`src/rtl/cpu_req_sequencer.sv`:
```
// Programmable CPU-side request sequencer: replays a table of read/write requests
// to the cache one at a time, checks read data, and guards every request with a timeout.
module cpu_req_sequencer #(
    parameter int ADDR_W  = 10,
    parameter int DATA_W  = 32,
    parameter int DEPTH   = 32,
    parameter int IDX_W   = $clog2(DEPTH),
    parameter int TIMEOUT = 64
) (
    input  logic              clk,
    input  logic              rst,
    input  logic              prog_we,
    input  logic [IDX_W-1:0]  prog_idx,
    input  logic              prog_rw,
    input  logic [ADDR_W-1:0] prog_addr,
    input  logic [DATA_W-1:0] prog_wdata,
    input  logic [DATA_W-1:0] prog_expect,
    input  logic              prog_check,
    input  logic              start,
    input  logic [IDX_W:0]    num_req,
    output logic              req_valid,
    output logic              r_w_type,
    output logic [ADDR_W-1:0] address,
    output logic [DATA_W-1:0] write_data,
    input  logic              hit,
    input  logic [DATA_W-1:0] read_data,
    output logic              busy,
    output logic              done,
    output logic [IDX_W-1:0]  req_index,
    output logic [IDX_W:0]    mismatch_cnt,
    output logic [IDX_W-1:0]  first_bad_idx,
    output logic              timeout_err
);

    localparam int               TMR_W     = $clog2(TIMEOUT + 1);
    localparam logic [TMR_W-1:0] TMR_LAST  = TMR_W'(TIMEOUT - 1);
    localparam logic [IDX_W:0]   DEPTH_CNT = (IDX_W + 1)'(DEPTH);

    typedef enum logic [1:0] {
        IDLE,
        ISSUE,
        WAIT,
        FINISH
    } state_t;

    state_t state, state_next;

    logic              tbl_rw     [DEPTH];
    logic [ADDR_W-1:0] tbl_addr   [DEPTH];
    logic [DATA_W-1:0] tbl_wdata  [DEPTH];
    logic [DATA_W-1:0] tbl_expect [DEPTH];
    logic              tbl_check  [DEPTH];

    logic [IDX_W-1:0]  last_idx;
    logic              cur_check;
    logic [DATA_W-1:0] cur_expect;
    logic [TMR_W-1:0]  timer;

    logic [IDX_W:0]    num_clamped;
    logic              is_last;
    logic              time_up;
    logic              read_bad;

    // Table storage has no reset so a bring-up program survives rst.
    always_ff @(posedge clk) begin
        if (prog_we) begin
            tbl_rw[prog_idx]     <= prog_rw;
            tbl_addr[prog_idx]   <= prog_addr;
            tbl_wdata[prog_idx]  <= prog_wdata;
            tbl_expect[prog_idx] <= prog_expect;
            tbl_check[prog_idx]  <= prog_check;
        end
    end

    assign num_clamped = (num_req > DEPTH_CNT) ? DEPTH_CNT : num_req;
    assign is_last     = (req_index == last_idx);
    assign time_up     = (timer == TMR_LAST);
    assign read_bad    = !r_w_type && cur_check && (read_data != cur_expect);
    assign busy        = (state == ISSUE) || (state == WAIT);

    always_ff @(posedge clk) begin
        if (rst) begin
            state <= IDLE;
        end else begin
            state <= state_next;
        end
    end

    // A hit in the final timer cycle takes priority over the timeout abort.
    always_comb begin
        state_next = state;
        case (state)
            IDLE: begin
                if (start) begin
                    state_next = (num_req == '0) ? FINISH : ISSUE;
                end
            end
            ISSUE:  state_next = WAIT;
            WAIT: begin
                if (hit) begin
                    state_next = is_last ? FINISH : ISSUE;
                end else if (time_up) begin
                    state_next = FINISH;
                end
            end
            FINISH: state_next = IDLE;
            default: state_next = IDLE;
        endcase
    end

    always_ff @(posedge clk) begin
        if (rst) begin
            req_valid     <= 1'b0;
            r_w_type      <= 1'b0;
            address       <= '0;
            write_data    <= '0;
            done          <= 1'b0;
            req_index     <= '0;
            mismatch_cnt  <= '0;
            first_bad_idx <= '0;
            timeout_err   <= 1'b0;
            last_idx      <= '0;
            cur_check     <= 1'b0;
            cur_expect    <= '0;
            timer         <= '0;
        end else begin
            case (state)
                IDLE: begin
                    if (start) begin
                        last_idx      <= IDX_W'(num_clamped - 1'b1);
                        done          <= 1'b0;
                        mismatch_cnt  <= '0;
                        first_bad_idx <= '0;
                        timeout_err   <= 1'b0;
                        req_index     <= '0;
                    end
                end
                ISSUE: begin
                    r_w_type   <= tbl_rw[req_index];
                    address    <= tbl_addr[req_index];
                    write_data <= tbl_wdata[req_index];
                    cur_check  <= tbl_check[req_index];
                    cur_expect <= tbl_expect[req_index];
                    req_valid  <= 1'b1;
                    timer      <= '0;
                end
                WAIT: begin
                    if (hit) begin
                        req_valid <= 1'b0;
                        if (read_bad) begin
                            if (mismatch_cnt == '0) begin
                                first_bad_idx <= req_index;
                            end
                            if (mismatch_cnt != {(IDX_W + 1){1'b1}}) begin
                                mismatch_cnt <= mismatch_cnt + 1'b1;
                            end
                        end
                        if (!is_last) begin
                            req_index <= req_index + 1'b1;
                        end
                    end else if (time_up) begin
                        timeout_err <= 1'b1;
                        req_valid   <= 1'b0;
                    end else begin
                        timer <= timer + 1'b1;
                    end
                end
                FINISH: done <= 1'b1;
                default: ;
            endcase
        end
    end

endmodule

```
`config.mk`:
```
export PLATFORM = sky130hd
export DESIGN_NAME = cpu_req_sequencer
export DESIGN_NICKNAME = d
export VERILOG_FILES = /design/src/rtl/cpu_req_sequencer.sv
export SDC_FILE = /design/constraint.sdc
export NUM_CORES = 2
export LEC_CHECK = 0
export CORE_MARGIN = 2
export CORE_UTILIZATION = 55
export CTS_CLUSTER_DIAMETER = 200
export DETAILED_ROUTE_END_ITERATION = 10
export PLACE_DENSITY = 0.74
export SLEW_MARGIN = 20
export SYNTH_ARGS = -nofsm -noshare
export SYNTH_HDL_FRONTEND = slang
export SYNTH_SLANG_ARGS = --single-unit
```
`constraint.sdc`:
```
create_clock -name clk -period 6.1 [get_ports clk]
set_input_delay 1.22 -clock clk [delete_from_list [all_inputs] [get_ports clk]]
set_output_delay 1.22 -clock clk [all_outputs]
set_load 0.01 [all_outputs]
```
### After elaboration in Yosys (flattened, before gate mapping)

Memory sizes are Yosys's and may differ from the RTL's. A register that Yosys moved wholly into a read port is not among the register bits.
Index checks and enable logic that the tools add are counted.

| storage, ports and cells | value |
|---|---|
| register bits | 33 |
| memory bits (writable) | 2432 |
| bits of input ports | 124 |
| output and inout port bits | 63 |
| word-level logic and storage cells | 88 |
| memories kept | 5 |

| operators by class | value |
|---|---|
| add/subtract/negate cells | 4 |
| magnitude comparators | 1 |
| equal/unequal tests | 17 |
| mux-type cells | 33 |
| reduce and logical (&&, ||, !) cells | 19 |

Memory list:

| memory | depth | bits a word | rd ports | clocked after Yosys merged registers in | wr ports | line | text |
|---|---|---|---|---|---|---|---|
| tbl_expect | 32 | 32 | 1 | 1 | 1 | 51 | `logic [DATA_W-1:0] tbl_expect [DEPTH];` |
| tbl_wdata | 32 | 32 | 1 | 1 | 1 | 50 | `logic [DATA_W-1:0] tbl_wdata [DEPTH];` |
| tbl_addr | 32 | 10 | 1 | 1 | 1 | 49 | `logic [ADDR_W-1:0] tbl_addr [DEPTH];` |
| tbl_check | 32 | 1 | 1 | 1 | 1 | 52 | `logic tbl_check [DEPTH];` |
| tbl_rw | 32 | 1 | 1 | 1 | 1 | 48 | `logic tbl_rw [DEPTH];` |

Operator list:

| operator | number |
|---|---|
| $mux 5 | 7 |
| $ne 32x32->1 | 1 |
| $mux 6 | 4 |
| $pmux 5 s2 | 2 |
| $mux 7 | 2 |
| $ne 2x2->1 const B | 7 |
| $pmux 7 s2 | 1 |
| $logic_not 6->1 | 2 |
| $pmux 6 s2 | 1 |
| $mux 2 | 5 |
| $reduce_and 5->1 | 2 |
| $pmux 2 s4 | 1 |
| $reduce_and 2->1 | 4 |
| $reduce_and 4->1 | 2 |
| $add 7x1->7 const B | 1 |
| $eq 7x6->1 const B | 1 |
| $mux 1 | 7 |
| $add 6x1->6 const B | 1 |
| $gt 6x6->1 const B | 1 |
| $ne 6x6->1 const B | 1 |
| $pmux 1 s2 | 3 |
| $reduce_bool 2->1 | 3 |
| $add 5x1->5 const B | 1 |
| $eq 5x5->1 | 1 |
| other kinds (10) | 13 |

### Longest topological paths before layout

| depth | value |
|---|---|
| word-level depth | 6 |
| mapped depth | 10 |
| mapped depth without buffers | 8 |

### Least setup slack after synthesis

Ideal clock, no wire load.

| timing path | value |
|---|---|
| kind | input -> register |
| start | input prog_idx[1] |
| end | memory tbl_addr[12][0], enable pin |
| setup time | 0.511 ns |
| arrival | 5.052 ns |
| data required time | 5.589 ns |
| slack | 0.537 ns |
| cell stages on the path | 3 |
| buffers on the path | 1 |
| cell sequence | or3b_2 clkbuf_1 nor2_1 |

RTL lines:

| what | line | text |
|---|---|---|
| start: declaration | 13 | `input logic [IDX_W-1:0] prog_idx,` |
| end: declaration | 49 |  |

No word-level cell before the write port.

### Final worst setup path

| timing path | value |
|---|---|
| start | register req_index[0] |
| end | output req_index[0] |

RTL lines:

| what | line | text |
|---|---|---|
| start: declaration | 29 | `output logic [IDX_W-1:0] req_index,` |
| start signal: assignment | 159 | `req_index <= req_index + 1'b1;` |

No word-level cell between the ends.

==> summary.txt <==
Synthesis
  • Syn Nets: 4,505
  • Most frequent cell after synthesis: edfxtp_1
  • Share of the synthesized area in the top cell type: 75.2%
  • Async set or reset register ratio after synthesis: 0%
  • Mapped Avg Cell Area: 22.2 um2
  • Synth Flop Type: edfxtp_1
  • Netlist cell types: 54
  • Mapped cell area: just under 0.1 mm2
  • Yosys top cell by area: edfxtp_1
  • EDFF count, synth: 2,432
  • Synth Register Bits: around 2,500
  • Commonest cells in the netlist: edfxtp_1, mux4_2, nor2_1
  • Ranking of synthesized cells by area: edfxtp_1, mux4_2, dfxtp_1
  • Mapped Cells: between 4,000 and 5,000
  • Ys Warns: 0
  • Register area share after synthesis: 77.5%

Clock network
  • Hold-fix buffers, CTS: 0
  • CTS Buf Count: 235
  • H-tree Lvls: 4
  • CTS Buffer Depth: 3
  • Postcts setup bufs: 0
  • CTS tree: built
  • Worst skew pair latency: 0.88 ns
  • Post-CTS Resized: 0
  • Clock transition at the register clock pins on the worst setup and hold paths after CTS: 0.07 ns
  • Clk sinks: ~2,500
  • Root Buffer: clkbuf_16

Layout
  • Storage element area: between 0.07 and 0.08 mm2
  • NumNets Final: 4,841
  • Fillers: approximately 12,000
  • Area delta synth->final: 13.5%
  • Share of cells above drive strength 1: a little over a quarter
  • Footprint of the multi-input gates: ~0.021 mm2

Timing
  • Worst slew pin tran: 1.13 ns
  • Relative slew slack: 24.6%
  • Setup violators final: 0
  • Min setup slack post-route: 2.16 ns
  • Max Clk Rate: 254 MHz
  • Layout Skew: 0.0345 ns
  • Final setup TNS: 0 ns
  • RSZ-0062 raised after global routing: no
  • Max Slew Vio Count: 0
  • Final hold violation count: 0
  • Hold slack: 0.453 ns
  • Crit path time final: 3.94 ns
  • Fin crit share: between 60% and 70%

Floorplanning
  • Core ar.: 0.176 mm2
  • Starting Density: 55.2%
  • DIE AREA: 0.180 mm2
  • # rows: 154
  • Die Span X: 424 um
  • Num ports: 187
  • Die Y: 424 um

Worst setup path
  • Worst Setup Start Kind: flip-flop
  • Crit path max fanout: 36
  • Crit path kind: flip-flop to output port
  • CP Launch Point: req_index[0]
  • CP delay by family, top: flip-flops
  • Critical Path Sink Type: output port
  • Critical-path cell list: buf_4 -> clkdlybuf4s50_1
  • Worst R2R Start: req_index[0]
  • CP max stage delay: between 0.9 and 1 ns
  • Worst path buffer plus inverter count: 2
  • Worst path slowest cell: dfxtp_4
  • Arr. time, crit path: 2.72 ns
  • Critical path required time: 4.88 ns

Routing
  • WL met3: 17.5 mm
  • Drt initial violations: 5,883
  • Detail Route met2 WL: approximately 120 mm
  • Pre-Repair DR Iteration Count: 5
  • Via density: ~6.4
  • DR top layer: met4
  • Total wire length: 230 mm
  • ANT nets after route: 0
  • M1 WL: between 80 and 90 mm
  • Post-DR wirelength/cell: 31.7 um
  • DRC viols: 0
  • Vias after detailed routing: between 40,000 and 50,000

Global routing
  • Initial antenna violation count: 6
  • Pin count of the biggest net entering global routing: slightly below 100
  • GRT Overall Usage: between 20% and 30%
  • Grt ovf: 0
  • Number of global-route vias before repair: 47,585
  • First-pass GRT wire length: around 330 mm

Place
  • Post-DP HPWL: about 130 mm
  • Placer Congestion: between 0.7 and 0.8
  • PortBufs: 186
  • Pre-CTS setup slack: around 1.8 ns

Job
  • MaxCap Viol Count: 0

Power and ir drop
  • PD cells: approximately 340 mW/mm2
  • Worst VDD drop: 0.340 mV
  • Leakage power: 33.6 nW
  • Power Total: roughly 37 mW

Run status
  • Status: finished, final reports clean

Worst hold path
  • Worst hold path class: flip-flop to flip-flop
  • Min-delay src: write_data[1]
[logic make-up after synthesis]
family                     synth area share, %
DFF                                       77.5
muxes                                     16.7
adders and majority gates                0.116
AOI/OAI and AO/OA                         1.59
and+or+nand+nor                           2.50
buffers and inverters                     1.21
xor gates and xnor gates                 0.388
[area by class of cell]
cell class	instances	area share, %
flip-flops and latches	2541	68.3
diodes	6	0.0136
repair buffers	332	2.89
clock buffers	296	5.69
well taps	2340	2.66
clock inverters	150	1.39
inverters	10	0.0454
multi-input cells	1588	19.0
[worst min-delay path: stages (launching register included)]
cell     delay (ns)
dfxtp_1        0.32
nand2_1        0.05
o31ai_1        0.05
[report_power, final]
| group | switching (mW) | internal (mW) | total [mW] |
|---|---|---|---|
| combinational | 1.38 | 1.15 | 2.52 |
| clock | 6.38 | 8.32 | 14.7 |
| sequential | 0.254 | 19.4 | 19.7 |
| total | 8.01 | 28.9 | 36.9 |
[metal layers]
metal / global-route usage (%) / vias up
met5: 0 / -
met4: 7.65 / 0
met3: 3.63 / 362
met2: 43.4 / 2505
met1: 35.8 / 24919
li1: - / 18932
[state kept, by name, indices dropped and copies added (netlist names)]
register / flops
r_w_type: 1
address: 10
tbl_rw: 32
last_idx: 5
cur_expect: 32
req_valid: 1
tbl_expect: 1024
req_index: 5
tbl_wdata: 1024
done: 1
tbl_addr: 320
write_data: 32
timeout_err: 1
state: 2
timer: 7
tbl_check: 32
cur_check: 1
mismatch_cnt: 6
first_bad_idx: 5
[placed cells by master (no fill, tap or decap), types with 40 or more instances in the layout]
cell type	n
buf_4	109
clkdlybuf4s50_1	138
clkinv_2	48
o31ai_1	70
nor2_1	267
clkinv_1	52
o22ai_1	75
clkbuf_16	237
clkbuf_1	47
buf_2	48
edfxtp_1	2432
dfxtp_1	105
nor2b_1	74
mux4_2	679
nand2_1	109
xnor2_1	40
[worst paths after layout]
path	endpoint	slack [ns]	cells after the start
setup / recovery	req_index[0]	2.16	2
setup reg to reg	write_data[22]	2.77	5
hold reg to reg	write_data[1]	0.45	2
hold / removal	write_data[1]	0.45	2
[per-stage QoR]
step	area, um2	util [%]	cells
floorplan	97100	-	4372
global route	110000	62.7	7262
detailed placement	103000	58.4	6810
finish	110000	62.7	7263
global placement	103000	58.4	6809
CTS	110000	62.8	7256
(Power assumes the default switching activity.)
